`src/rtl/uart_stream_display_buffer.sv`:
```
// Capture/replay buffer between a UART receiver and a two-digit hex display.
// Optional LOOP_PLAYBACK_EN: playback repeats endlessly and i_Play toggles it on/off.
module uart_stream_display_buffer #(
  parameter int DEPTH      = 16,
  parameter int DWELL_CLKS = 25000000
) (
  input  logic                     i_Clk,
  input  logic                     i_Rst_L,
  input  logic                     i_RX_DV,
  input  logic [7:0]               i_RX_Byte,
  input  logic                     i_Play,
  input  logic                     i_Clear,
  output logic [7:0]               o_Byte,
  output logic                     o_Playing,
  output logic [$clog2(DEPTH):0]   o_Count,
  output logic                     o_Full,
  output logic                     o_Overflow
);

  localparam int IW = $clog2(DEPTH);
  localparam int CW = IW + 1;
  localparam int DW = $clog2(DWELL_CLKS);

  // All inputs are single-cycle strobes with no back-pressure; a strobe that
  // cannot be honoured is dropped. Priority: i_Clear > i_Play > i_RX_DV.
  typedef enum logic {S_IDLE, S_PLAY} state_e;

  state_e          state_q;
  logic [IW-1:0]   idx_q;
  logic [DW-1:0]   dwell_q;
  logic [CW-1:0]   count_q;
  logic [7:0]      byte_q;
  logic            play_q;
  logic            full_q;
  logic            ovf_q;
  logic [7:0]      mem_q [DEPTH];

  logic [IW-1:0]   last_idx_d;
  logic [IW-1:0]   idx_inc_d;
  logic [CW-1:0]   count_inc_d;
  logic            dwell_end_d;
  logic            wr_en_d;

  always_comb begin
    last_idx_d  = IW'(count_q - CW'(1));
    idx_inc_d   = idx_q + IW'(1);
    count_inc_d = count_q + CW'(1);
    dwell_end_d = (dwell_q == DW'(DWELL_CLKS - 1));
    wr_en_d     = i_RX_DV && !i_Clear && !i_Play && (state_q == S_IDLE) && !full_q;
  end

  // Storage has no reset; stale contents are never visible because count gates reads.
  always_ff @(posedge i_Clk) begin
    if (wr_en_d) mem_q[count_q[IW-1:0]] <= i_RX_Byte;
  end

  always_ff @(posedge i_Clk or negedge i_Rst_L) begin
    if (!i_Rst_L) begin
      state_q <= S_IDLE;
      idx_q   <= '0;
      dwell_q <= '0;
      count_q <= '0;
      byte_q  <= '0;
      play_q  <= 1'b0;
      full_q  <= 1'b0;
      ovf_q   <= 1'b0;
    end else if (i_Clear) begin
      state_q <= S_IDLE;
      idx_q   <= '0;
      dwell_q <= '0;
      count_q <= '0;
      byte_q  <= '0;
      play_q  <= 1'b0;
      full_q  <= 1'b0;
      ovf_q   <= 1'b0;
    end else if (i_Play) begin
      if (state_q == S_IDLE) begin
        if (count_q != '0) begin
          state_q <= S_PLAY;
          idx_q   <= '0;
          dwell_q <= '0;
          byte_q  <= mem_q[0];
          play_q  <= 1'b1;
        end
      end else begin
`ifdef LOOP_PLAYBACK_EN
        state_q <= S_IDLE;
        play_q  <= 1'b0;
        byte_q  <= mem_q[last_idx_d];
`else
        idx_q   <= '0;
        dwell_q <= '0;
        byte_q  <= mem_q[0];
`endif
      end
    end else begin
      case (state_q)
        S_IDLE: begin
          if (i_RX_DV) begin
            if (full_q) begin
              ovf_q <= 1'b1;
            end else begin
              count_q <= count_inc_d;
              full_q  <= (count_inc_d == CW'(DEPTH));
              byte_q  <= i_RX_Byte;
            end
          end
        end
        S_PLAY: begin
          if (i_RX_DV) ovf_q <= 1'b1;
          if (dwell_end_d) begin
            dwell_q <= '0;
            if (idx_q == last_idx_d) begin
`ifdef LOOP_PLAYBACK_EN
              idx_q   <= '0;
              byte_q  <= mem_q[0];
`else
              state_q <= S_IDLE;
              play_q  <= 1'b0;
              byte_q  <= mem_q[last_idx_d];
`endif
            end else begin
              idx_q  <= idx_inc_d;
              byte_q <= mem_q[idx_inc_d];
            end
          end else begin
            dwell_q <= dwell_q + DW'(1);
          end
        end
        default: state_q <= S_IDLE;
      endcase
    end
  end

  assign o_Byte     = byte_q;
  assign o_Playing  = play_q;
  assign o_Count    = count_q;
  assign o_Full     = full_q;
  assign o_Overflow = ovf_q;

endmodule

```
`config.mk`:
```
export PLATFORM = sky130hd
export DESIGN_NAME = uart_stream_display_buffer
export DESIGN_NICKNAME = d
export VERILOG_FILES = /design/src/rtl/uart_stream_display_buffer.sv
export SDC_FILE = /design/constraint.sdc
export NUM_CORES = 1
export LEC_CHECK = 0
export ABC_CLOCK_PERIOD_IN_PS = 6200
export BUFFER_PORTS_ARGS = -buffer_cell sky130_fd_sc_hd__buf_2
export CAP_MARGIN = 20
export CORE_MARGIN = 5
export CORE_UTILIZATION = 60
export DETAILED_ROUTE_END_ITERATION = 6
export GPL_TIMING_DRIVEN = 0
export HOLD_SLACK_MARGIN = 0.08
export PLACE_DENSITY = 0.88
export SYNTH_ARGS = -nofsm -noshare
export SYNTH_HDL_FRONTEND = slang
export SYNTH_SLANG_ARGS = --single-unit
```
`constraint.sdc`:
```
create_clock -name i_Clk -period 6.2 [get_ports i_Clk]
set_input_delay 0.31 -clock i_Clk [delete_from_list [all_inputs] [get_ports i_Clk]]
set_output_delay 0.31 -clock i_Clk [all_outputs]
set_load 0.05 [all_outputs]
```
# Yosys cells after proc, flatten, opt, wreduce, memory -nomap -nowiden
# Memory sizes are Yosys's and may differ from the RTL's.
# Cells that the tools add are included.
# W data, S select, Z words.
dict set report word_totals {
  ff_bits 46
  mem_bits_rw 128
  in_bits 13
  out_inout_bits 16
  word_cells 103
  mem_count 1
}
# memory depth width read_ports rd_ports_with_merged_regs wr line_no
set mem_list {}
lappend mem_list {mem_q 16 8 3 0 1 36} ;# logic [7:0] mem_q [DEPTH];
dict set report op_classes {
  n_addsub 4
  eq_ne 15
  mux 54
  bitwise_logic 1
  reduce_logical 20
}
# operator count
set ops {}
lappend ops {{$mux W25} 6}
lappend ops {{$mux W8} 8}
lappend ops {{$mux W4} 7}
lappend ops {{$mux W1} 26}
lappend ops {{$add A25 B1 Y25 const B} 1}
lappend ops {{$eq A25 B25 Y1 const B} 1}
lappend ops {{$mux W5} 5}
lappend ops {{$pmux W8 S2} 1}
lappend ops {{$reduce_and A4 Y1} 4}
lappend ops {{$ne A3 B3 Y1 const B} 5}
lappend ops {{$reduce_bool A3 Y1} 4}
lappend ops {{$ne A4 B4 Y1 const B} 2}
lappend ops {{$add A5 B1 Y5 const B} 1}
lappend ops {{$eq A5 B5 Y1 const B} 1}
lappend ops {{$reduce_and A5 Y1} 1}
lappend ops {{$reduce_bool A5 Y1} 1}
lappend ops {{$add A4 B1 Y4 const B} 1}
lappend ops {{$eq A4 B4 Y1} 1}
lappend ops {{$logic_and A1 B1 Y1} 4}
lappend ops {{$ne A2 B2 Y1 const B} 2}
lappend ops {{$ne A4 B1 Y1 const B} 1}
lappend ops {{$ne A4 B3 Y1 const B} 1}
lappend ops {{$sub A4 B1 Y4 const B} 1}
lappend ops {{$logic_not A1 Y1} 3}
lappend ops {{6 further kinds} 6}

# Depth between registers and ports, before layout
dict set report depth {
  ltp_word 7
  depth_mapped 13
}

# Worst setup path before layout
# Ideal clock, no wire load.
dict set report synth_timing {
  path_type {flip-flop to flip-flop}
  start {register count_q[0] (netlist: o_Count[0])}
  end {register play_q (netlist: o_Playing)}
  setup_ps 131
  arrival_ps 3121
  t_required_ps 6069
  path_slack_ps 2947
  path_stages_with_launch 12
  path_buffers 3
  synth_period_minus_slack_ps 3253
  cell_sequence {dfrtp_1 -> buf_2 -> buf_4 -> inv_2 -> ha_1 -> xor2_1 -> buf_4 -> nor2_1 -> o2111ai_2 -> or4_1 -> a22oi_1 -> nor2_1}
}
dict set report synth_via {
  elab_chain_len 4
}
# element line_no
set synth_lines {}
lappend synth_lines {{start, declared} 31} ;# logic [CW-1:0] count_q;
lappend synth_lines {{start signal, assigned} 103} ;# count_q <= count_inc_d;
lappend synth_lines {{$sub A4 B1 Y4} 45} ;# last_idx_d = IW'(count_q - CW'(1));
lappend synth_lines {{$eq A4 B4 Y1} 113} ;# if (idx_q == last_idx_d) begin
lappend synth_lines {{$reduce_bool A3 Y1 (no line)} n/a}
lappend synth_lines {{$reduce_and A5 Y1 (no line) *} n/a}
lappend synth_lines {{end signal, assigned} 64} ;# play_q <= 1'b0;
lappend synth_lines {{end signal, assigned} 73} ;# play_q <= 1'b0;
lappend synth_lines {{end signal, assigned} 119} ;# play_q <= 1'b0;
lappend synth_lines {{end, declared} 33} ;# logic play_q;
# Every way passes the cells marked *; elsewhere a longest branch is shown, timed or not.
# A chain may end at the register's enable or synchronous reset.

# Worst setup path after layout
dict set report layout_timing {
  start {register count_q[0] (netlist: o_Count[0])}
  end {register byte_q[4] (netlist: o_Byte[4])}
}
dict set report layout_via {
  elab_chain_len 7
}
# element line_no
set layout_lines {}
lappend layout_lines {{$sub A4 B1 Y4} 45}
lappend layout_lines {{$mem_v2 Z16 W8 / $eq A4 B4 Y1 (equally long branches)} n/a}
lappend layout_lines {{$mux W8} 113}
lappend layout_lines {{$mux W8} 111} ;# if (dwell_end_d) begin
lappend layout_lines {{$pmux W8 S2} 97} ;# case (state_q)
lappend layout_lines {{$mux W8} 76} ;# end else if (i_Play) begin
lappend layout_lines {{$mux W8} 67} ;# end else if (i_Clear) begin
lappend layout_lines {{end signal, assigned} 82} ;# byte_q <= mem_q[0];
lappend layout_lines {{end signal, assigned} 105} ;# byte_q <= i_RX_Byte;
lappend layout_lines {{end signal, assigned} 120} ;# byte_q <= mem_q[last_idx_d];
lappend layout_lines {{end, declared} 32} ;# logic [7:0] byte_q;
# Several ways; a longest one is shown, not always the timed one. The select of a mux whose other input is x is not followed.

==> flow_metrics.py <==
metrics = {
    "outcome": {
        "run_status": "finished clean",
    },
    "setup_path": {
        "required_ns": 6.49,
        "end_kind": "flop",
        "rrSetupSlack_ns": 2.45,
        "max_stage_delay_ns": 0.51,
        "crit_type": "reg2reg",
        "path_max_fanout": 10,
        "startpoint_type": "flop",
        "reg2reg_from": "o_Count[0]",
        "cp.arrival_ns": 4.04,
        "cp_common_cell": "buf_2",
        "slowest_stage": "clkbuf_1",
        "r2r_end": "o_Byte[4]",
        "rr_worst_depth": 11,
        "crit_chain": "buf_2 -> buf_4 -> inv_2 -> ha_1 -> buf_2 -> clkbuf_1 -> mux4_2 -> a22oi_1 -> o211ai_1 -> a221oi_1 -> o32ai_1",
    },
    "logic_synthesis": {
        "synth_compound_area_share_pct": 7.56,
        "synth.area.mux_share_pct": 18.9,
        "synth_top_family_by_area": "multiplexers",
        "synth_area_um2": 8590,
        "synth_warnings": 0,
        "synth_fa_ha_area_share_pct": 0.874,
        "synth-xor-area-share_pct": 3.02,
        "seq_area_frac_synth_pct": 58.2,
        "synthArstFlopShare_pct": 26.4,
        "synthDistinctLibCells": 51,
        "synth_edf_count": 128,
        "syn_area_per_cell_um2": 14.7,
        "synth_fp_nets": 605,
        "ys_ff_latch": 174,
        "ys.flop_type": "edfxtp_1",
        "syn-instance-count": 586,
        "synthSimpleGateAreaFrac_pct": 8.55,
    },
    "die": {
        "die_w_um": 130,
        "die_h_um": 130,
        "die-area_um2": 16800,
        "io_pins": 29,
        "num_rows": 43,
        "core_area_um2": 13900,
        "start_util_pct": 61.6,
    },
    "placed_design": {
        "gp_congestion": 0.962,
        "io_buffers": 26,
        "dpl.hpwl_um": 15100,
        "place_ws_ns": 2.53,
        "place_area_um2": 8970,
    },
    "sta": {
        "final.min_clock_period_ns": 3.75,
        "fin_worst_skew_ns": 0.0101,
        "hold_viol_final": 0,
        "tightest_slew_ns": 1.05,
        "fmax_mhz": 267,
        "worst_slack_ns": 2.45,
        "finalSetupViolCount": 0,
        "slew_violations": 0,
        "rsz0062_at_grt": "no",
        "post-route-period-util_pct": 60.4,
        "maxSlewHeadroom_pct": 29.9,
        "setup_tns_ns": 0,
    },
    "finish": {
        "mostFrequentLayoutCells": "edfxtp_1, mux4_2, dfrtp_1",
        "areaGrowthSynthToFinish_pct": 12.2,
        "nets": 656,
        "final_common_cell": "edfxtp_1",
        "antennaDiodeCount": 0,
        "fin_util_pct": 69.1,
        "design_area_um2": 9630,
        "drive_gt1_share_pct": 24.6,
    },
    "detailed_routing": {
        "vias_per_cell": 7.15,
        "drtIter0Drc": 796,
        "vias": 5932,
        "ant_nets": 0,
        "wl_per_cell_um": 27.5,
        "wl_um": 22800,
        "drt_first_pass_iters": 6,
        "drc": 0,
    },
    "hold_path": {
        "hold_depth": 3,
        "hold_path.class": "in2reg",
        "hold_path_startpoint": "i_RX_DV",
        "hold_path_end": "o_Overflow",
    },
    "clocking": {
        "worstSkewPairLatency_ns": 0.45,
        "clock-sinks": 174,
        "htreeDepth": 4,
        "cts_tree": "done",
        "postCtsSetupRepairBufs": 0,
        "cts.reportedPaths.clkPinSlew_ns": 0.06,
        "root_buffer": "clkbuf_16",
        "clock_path_buffers": 2,
        "cts_buffers": 17,
    },
    "power": {
        "leakage_nw": 3.31,
        "pwr_density_cell_nw_per_um2": 293,
        "vdd_drop_max_uv": 214,
    },
    "global_routing": {
        "grt_max_degree": 47,
        "antenna_found_initial": 0,
        "grt_pass1_vias": 6034,
        "grt_overflow": 0,
        "grt.total_usage_pct": 29.0,
        "grt_pass1_wl_um": 35300,
    },
    "run": {
        "maxCapViolCount": 0,
    },
}
-- registers in the layout, indices dropped and copies added (netlist names) --
| signal | count |
|---|---|
| mem_q | 128 |
| dwell_q | 25 |
| o_Byte | 8 |
| o_Count | 5 |
| idx_q | 4 |
| o_Full | 1 |
| o_Overflow | 1 |
| o_Playing | 1 |
| state_q | 1 |
-- worst max-delay path: cells and delay by family (launching register included) --
kind | cells | cell delay [ns]
flip-flops | 1 | 0.41
multiplexers | 1 | 0.44
buffers and inverters | 5 | 1.42
AO/OA/AOI/OAI | 4 | 0.96
adder cells (fa/ha/maj) | 1 | 0.33
-- kinds of logic (layout without fill, tap and decap cells) --
group / count (synthesis) / count (layout)
flops: 174 / 174
compound gates: 92 / 92
buf+inv: 55 / 119
simple gates: 150 / 150
fa+ha+maj: 6 / 6
xor+xnor: 28 / 28
mux: 81 / 81
-- synthesized netlist by cell type, drive strengths merged, types with 4 or more instances --
cell type  count  area [um^2]
o211ai         8         60.1
nor3           7         35.0
o21ai         16         80.1
clkbuf        14         52.6
and3           4         25.0
nand4          9         56.3
xor2          23          201
mux2           7         78.8
edfxtp       128         3840
nand2b         6         37.5
nor2b         12         75.1
or3            6         37.5
a221oi         7         61.3
a22oi          9         67.6
a21oi         16         80.1
nand2         37          139
mux4          64         1440
a211oi        10         75.1
xnor2          4         35.0
ha             6         75.1
inv           18         67.6
o32ai          8         70.1
dfrtp         46         1150
mux2i         10          100
nand3         11         55.1
o22ai          9         56.3
nor2          45          169
buf           23          133
-- final cells by class --
cell class / instances / area (um^2)
buffer: 37 / 185
clock buffer: 17 / 425
clock inverter: 15 / 210
fill: 863 / 4300
inverter: 18 / 67.6
multi-input combinational: 357 / 3340
sequential: 174 / 4990
tap: 180 / 225
timing repair buffer: 32 / 188
-- layer usage --
layer  global-route usage, %  up-vias  part of all wire [%]
met5                       0        -                     0
met4                    13.9        0                   5.1
met3                    8.94       98                    12
met2                    44.3      481                    47
met1                    38.4     2935                    36
li1                        -     2418                     -
-- report_power, final --
| part | leakage, nW | internal, mW | total (mW) | switching, mW |
|---|---|---|---|---|
| Clock | 0.305 | 0.681 | 1.16 | 0.480 |
| Sequential | 1.79 | 1.27 | 1.28 | 0.0141 |
| Combinational | 1.22 | 0.153 | 0.385 | 0.232 |
| Total | 3.31 | 2.10 | 2.83 | 0.726 |
-- how the worst max path moves through the flow --
stage | start | endpoint | slack [ns]
4_1_cts | o_Count[0] | o_Byte[4] | 2.55
2_1_floorplan | o_Count[0] | o_Playing | 2.95
6_report | o_Count[0] | o_Byte[4] | 2.45
5_1_grt | o_Count[0] | o_Byte[4] | 2.28
3_5_place_dp | o_Count[0] | o_Byte[4] | 2.53
3_3_place_gp | o_Count[0] | o_Byte[4] | 2.62
-- per-stage QoR --
stage          power, mW  std cells  hold slack, ns
3_5_place_dp        1.67        796           0.507
5_1_grt             2.90        830           0.178
2_1_floorplan       1.56        586          0.0144
4_1_cts             2.82        829           0.175
6_report            2.83        830           0.186
3_3_place_gp        1.66        792           0.490
-- repair_timing --
action	CTS	global route
endpoints found under the hold margin	46	0
hold buffers	1	0
resized for setup	0	0
Note: power is estimated with default switching activity, not from simulation.
